[src/rtl/stopwatch_datapath.sv]
// stopwatch_datapath
//   Cascaded elapsed-time counter driven by the 100 Hz tick pulse. Keeps
//   centiseconds, seconds, minutes and hours, a lap-capture snapshot and
//   a one-cycle pulse when the whole time wraps back to zero.
//
// Ports
//   clk, rst        system clock, synchronous active-high reset
//   i_tick          one-cycle count enable (one centisecond)
//   clear           level; zeroes time, lap state and rollover
//   lap             one-cycle pulse; snapshots the pre-tick time
//   o_msec..o_hour  live time fields
//   o_lap_*         captured lap time
//   o_lap_valid     a lap has been captured since the last rst/clear
//   o_rollover      pulses in the cycle the zeroed time first appears
module stopwatch_datapath #(
  parameter int MSEC_MAX = 100,
  parameter int SEC_MAX  = 60,
  parameter int MIN_MAX  = 60,
  parameter int HOUR_MAX = 24
) (
  input  logic                        clk,
  input  logic                        rst,
  input  logic                        i_tick,
  input  logic                        clear,
  input  logic                        lap,
  output logic [$clog2(MSEC_MAX)-1:0] o_msec,
  output logic [$clog2(SEC_MAX)-1:0]  o_sec,
  output logic [$clog2(MIN_MAX)-1:0]  o_min,
  output logic [$clog2(HOUR_MAX)-1:0] o_hour,
  output logic [$clog2(MSEC_MAX)-1:0] o_lap_msec,
  output logic [$clog2(SEC_MAX)-1:0]  o_lap_sec,
  output logic [$clog2(MIN_MAX)-1:0]  o_lap_min,
  output logic [$clog2(HOUR_MAX)-1:0] o_lap_hour,
  output logic                        o_lap_valid,
  output logic                        o_rollover
);

  localparam int MW = $clog2(MSEC_MAX);
  localparam int SW = $clog2(SEC_MAX);
  localparam int NW = $clog2(MIN_MAX);
  localparam int HW = $clog2(HOUR_MAX);

  localparam logic [MW-1:0] MSEC_TOP = MW'(MSEC_MAX - 1);
  localparam logic [SW-1:0] SEC_TOP  = SW'(SEC_MAX - 1);
  localparam logic [NW-1:0] MIN_TOP  = NW'(MIN_MAX - 1);
  localparam logic [HW-1:0] HOUR_TOP = HW'(HOUR_MAX - 1);

  // Carry chain resolved combinationally so a multi-field carry lands in
  // one edge; each stage only advances when everything below it wraps.
  logic c_sec, c_min, c_hour, wrap;

  always_comb begin
    c_sec  = i_tick && (o_msec == MSEC_TOP);
    c_min  = c_sec  && (o_sec  == SEC_TOP);
    c_hour = c_min  && (o_min  == MIN_TOP);
    wrap   = c_hour && (o_hour == HOUR_TOP);
  end

  always_ff @(posedge clk) begin
    if (rst || clear) begin
      o_msec      <= '0;
      o_sec       <= '0;
      o_min       <= '0;
      o_hour      <= '0;
      o_lap_msec  <= '0;
      o_lap_sec   <= '0;
      o_lap_min   <= '0;
      o_lap_hour  <= '0;
      o_lap_valid <= 1'b0;
      o_rollover  <= 1'b0;
    end else begin
      o_rollover <= wrap;
      if (i_tick) o_msec <= c_sec  ? '0 : o_msec + 1'b1;
      if (c_sec)  o_sec  <= c_min  ? '0 : o_sec  + 1'b1;
      if (c_min)  o_min  <= c_hour ? '0 : o_min  + 1'b1;
      if (c_hour) o_hour <= wrap   ? '0 : o_hour + 1'b1;
      // Snapshot uses the register values, i.e. time before a same-cycle tick.
      if (lap) begin
        o_lap_msec  <= o_msec;
        o_lap_sec   <= o_sec;
        o_lap_min   <= o_min;
        o_lap_hour  <= o_hour;
        o_lap_valid <= 1'b1;
      end
    end
  end

endmodule

[config.mk]
export PLATFORM = sky130hd
export DESIGN_NAME = stopwatch_datapath
export DESIGN_NICKNAME = d
export VERILOG_FILES = /design/src/rtl/stopwatch_datapath.sv
export SDC_FILE = /design/constraint.sdc
export NUM_CORES = 1
export LEC_CHECK = 0
export CELL_PAD_IN_SITES_DETAIL_PLACEMENT = 0
export CELL_PAD_IN_SITES_GLOBAL_PLACEMENT = 1
export CORE_MARGIN = 1.5
export CORE_UTILIZATION = 36
export CTS_CLUSTER_SIZE = 25
export DETAILED_ROUTE_END_ITERATION = 12
export GPL_TIMING_DRIVEN = 0
export PLACE_DENSITY_LB_ADDON = 0.1
export SKIP_CTS_REPAIR_TIMING = 1
export SLEW_MARGIN = 10
export SYNTH_ARGS = -nofsm -noshare
export SYNTH_HDL_FRONTEND = slang
export SYNTH_SLANG_ARGS = --single-unit
export TNS_END_PERCENT = 50
[constraint.sdc]
create_clock -name clk -period 2.8 [get_ports clk]
set_clock_uncertainty 0.05 [all_clocks]
set_input_delay 0.56 -clock clk [delete_from_list [all_inputs] [get_ports clk]]
set_output_delay 0.56 -clock clk [all_outputs]
set_load 0.01 [all_outputs]
==> run_results.csv <==
group,metric,value,unit
status,status,"completed",
critical_path,cp_max_fo,10,
pwr,power,1.15,mW
synthesis,async_flop_share,0,
pwr,p_sw,253,µW
detailed_routing,routed_wl,4790,µm
cts,root_buffer,"clkbuf_8",
cts,cts.reportedPaths.clkPinSlew,0.08,ns
synthesis,synth.top_cell.area_share,0.482,
final_layout,nets,291,
synthesis,synthesis.area,0.00208,mm²
global_routing,grt_max_degree,15,
pwr,p_clk_frac,0.339,
die,start_util,0.375,
synthesis,synthTopCellsByCount,"dfxtp_1, nor2_1, mux2i_1, a21oi_1, nand2_1",
timing,period_needed,2.26,ns
synthesis,synth_most_common_cell,"dfxtp_1",
synthesis,syn-num-nets,232,
pwr,leakage,0.947,nW
cts,clock_latency,0.30,ns
timing,setup_tns,0,ns
cts,cts_max_level,2,
cts,clkSinkCount,50,
critical_path,path_class,"flip-flop to flip-flop",
die,fp-row-count,27,
pwr,powerDensity,417,mW/mm²
global_routing,track_usage,0.165,
synthesis,muxShareOfSynthArea,0.120,
cts,clock_tree.buffer_depth,2,
job,drv_cap,0,
synthesis,synthDistinctLibCells,35,
synthesis,synthAdderAreaFrac,0.0241,
synthesis,yosys-top-cells-area,"dfxtp_1, mux2i_1, nor2_1",
detailed_routing,drt_pass1_iterations,4,
synthesis,seq_area_frac_synth,0.482,
synthesis,syn_avg_cell_area,9.31,µm²
die,die_h,79.0,µm
synthesis,synth_flop_cell,"dfxtp_1",
die,dieWidth,79.0,µm
timing,rsz0062_at_grt,"false",
detailed_routing,met3_length,167,µm
timing,slew_violations,0,
synthesis,synth_edf_count,0,
critical_path,cp_top_family,"simple AND/OR/NAND/NOR gates",
place,dp_hpwl,3460,µm
place,finalWeightedCongestion,0.801,
pwr,peakVddDrop,247,µV
detailed_routing,drc,0,
place,portBuffers,52,
detailed_routing,vias,1768,
timing,slew_headroom,0.475,
final_layout,drive_gt1_frac,0.0532,
synthesis,yosys_warnings,0,
pwr,p_sw_frac,0.220,
synthesis,synthCells,223,
global_routing,grt-ovfl-total,0,
critical_path,path_buf_inv,2,
detailed_routing,wl_per_cell,13.5,µm
critical_path,crit_path_end_kind,"flip-flop",
die,dieArea,0.00623,mm²
detailed_routing,drt_iter0_drc,79,
final_layout,diodes,0,
synthesis,yosys.area.top_type,"dfxtp_1",
cts,cts_made_buffers,5,
pwr,power_frac_comb,0.042,
pwr,p_int,899,µW
timing,setup_viol,0,
detailed_routing,wl_met2,2270,µm
timing,fmax,0.442,GHz
detailed_routing,detail-route-antenna-nets,0,
global_routing,grt_antenna_before_repair,0,
die,core_area,0.00554,mm²
critical_path,slowest_stage,"dfxtp_1",
synthesis,synth_top_family_by_area,"simple AND/OR/NAND/NOR gates",
critical_path,slowest_delay,0.42,ns
critical_path,cp.arrival,2.38,ns
timing,tightest_slew,0.788,ns
timing,timing.final.hold_violations,0,
detailed_routing,vias_per_cell,4.99,
critical_path,cp_cell_sequence,"ha_1 > nand4b_4 > or3_1 > buf_2 > clkbuf_1 > o31ai_1 > a21oi_1",
cts,cts_tree,"done",
critical_path,required,2.92,ns
synthesis,yosys.area_share.simple,0.222,
final_layout,fill_cells,574,
detailed_routing,dr.max_layer_used,"met4",
critical_path,crit_path_start_kind,"flip-flop",
global_routing,grt_pass1_vias,1658,
timing,finalCritPeriodShare,0.808,
detailed_routing,wl_met1,2280,µm
synthesis,ys_seq_elements,50,
global_routing,grt_first_pass_wirelength,8000,µm
synthesis,synth_xor_area_frac,0.0295,
pwr,pwr-share-seq,0.619,
final_layout,syn_to_final_growth,33.2,%
min_path,min_path_type,"flip-flop to flip-flop",
die,io_pins,55,
synthesis,synth_compound_area_frac,0.0904,
## worst paths after layout
path / start / endpoint / slack [ns] / cells past startpoint
max: o_msec[0] / o_hour[4] / 0.54 / 7
min: o_lap_valid / o_lap_valid / 0.44 / 2
max reg2reg: o_msec[0] / o_hour[4] / 0.54 / 7
min reg2reg: o_lap_valid / o_lap_valid / 0.44 / 2
## final cells by class
cell class                 instances  area, µm²  share of cell area
multi-input combinational        157       1010               0.365
sequential                        50       1000               0.362
buffer                            13       53.8              0.0194
tap                               72       90.1              0.0326
clock buffer                       5       68.8              0.0249
inverter                           3       11.3             0.00407
clock inverter                     2       10.0             0.00362
timing repair buffer              52        520               0.188
## metal layers
metal,GRT usage,vias to the layer above
met4,0.0526,0
met5,0,-
met1,0.205,820
li1,-,906
met2,0.281,35
met3,0.0391,7
## worst reg2reg max path: cells and delay by family, from the launching register on
kind | cells | cell delay [ns]
compound gates | 2 | 0.41
fa+ha+maj | 1 | 0.28
buf+inv | 2 | 0.39
flops | 1 | 0.42
simple gates | 2 | 0.57
## power by group through the flow
stage	combinational [mW]	clock, mW	sequential, mW
after floorplan	0.0315	0	0.731
after global placement	0.0495	0	0.731
after detailed placement	0.0494	0	0.731
after CTS	0.0496	0.419	0.714
after global routing	0.0532	0.444	0.714
final	0.0482	0.391	0.714
## state kept, by name (all words and copies together) (netlist names)
| signal | flops |
|---|---|
| o_sec | 6 |
| o_msec | 7 |
| o_min | 6 |
| o_lap_msec | 7 |
| o_lap_sec | 6 |
| o_rollover | 1 |
| o_lap_min | 6 |
| o_lap_hour | 5 |
| o_lap_valid | 1 |
| o_hour | 5 |
## per-stage QoR
step	setup slack (ns)	instance area (µm²)	utilization	hold WS [ns]	instances
after floorplan	0.688	2080	-	0.455	223
after global placement	0.345	2690	0.485	0.414	347
after detailed placement	0.323	2690	0.485	0.412	347
after CTS	0.503	2770	0.499	0.446	354
after global routing	0.328	2770	0.499	0.475	354
final	0.538	2770	0.499	0.439	354
## layout by cell type, fill, tap and decap left out, types with 2 or more instances in the layout
cell              n
dfxtp_1          50
clkinv_2          2
or2_2             3
a31oi_1           2
clkbuf_8          5
inv_1             3
clkbuf_1          9
nor3_1            4
nand4_1           3
or3b_2            2
o211ai_1          2
nand4b_1          3
nand3_1           5
a21oi_1          14
or4_1             4
buf_1             2
nor2_1           37
xor2_1            4
nor4_1            2
o21ai_0          10
clkdlybuf4s50_1  52
or3_1             5
xnor2_1           3
mux2i_1          25
nand2_1          13
ha_1              4
o31ai_1           3
## cell families (layout without fill, tap and decap cells)
kind of cell	Yosys count	in the layout
and+or+nand+nor	88	88
DFF	50	50
AOI/OAI and AO/OA	33	33
muxes	25	25
buffers and inverters	16	75
xor gates and xnor gates	7	7
adders and majority gates	4	4
No activity file was read; power rests on OpenSTA's default activity.
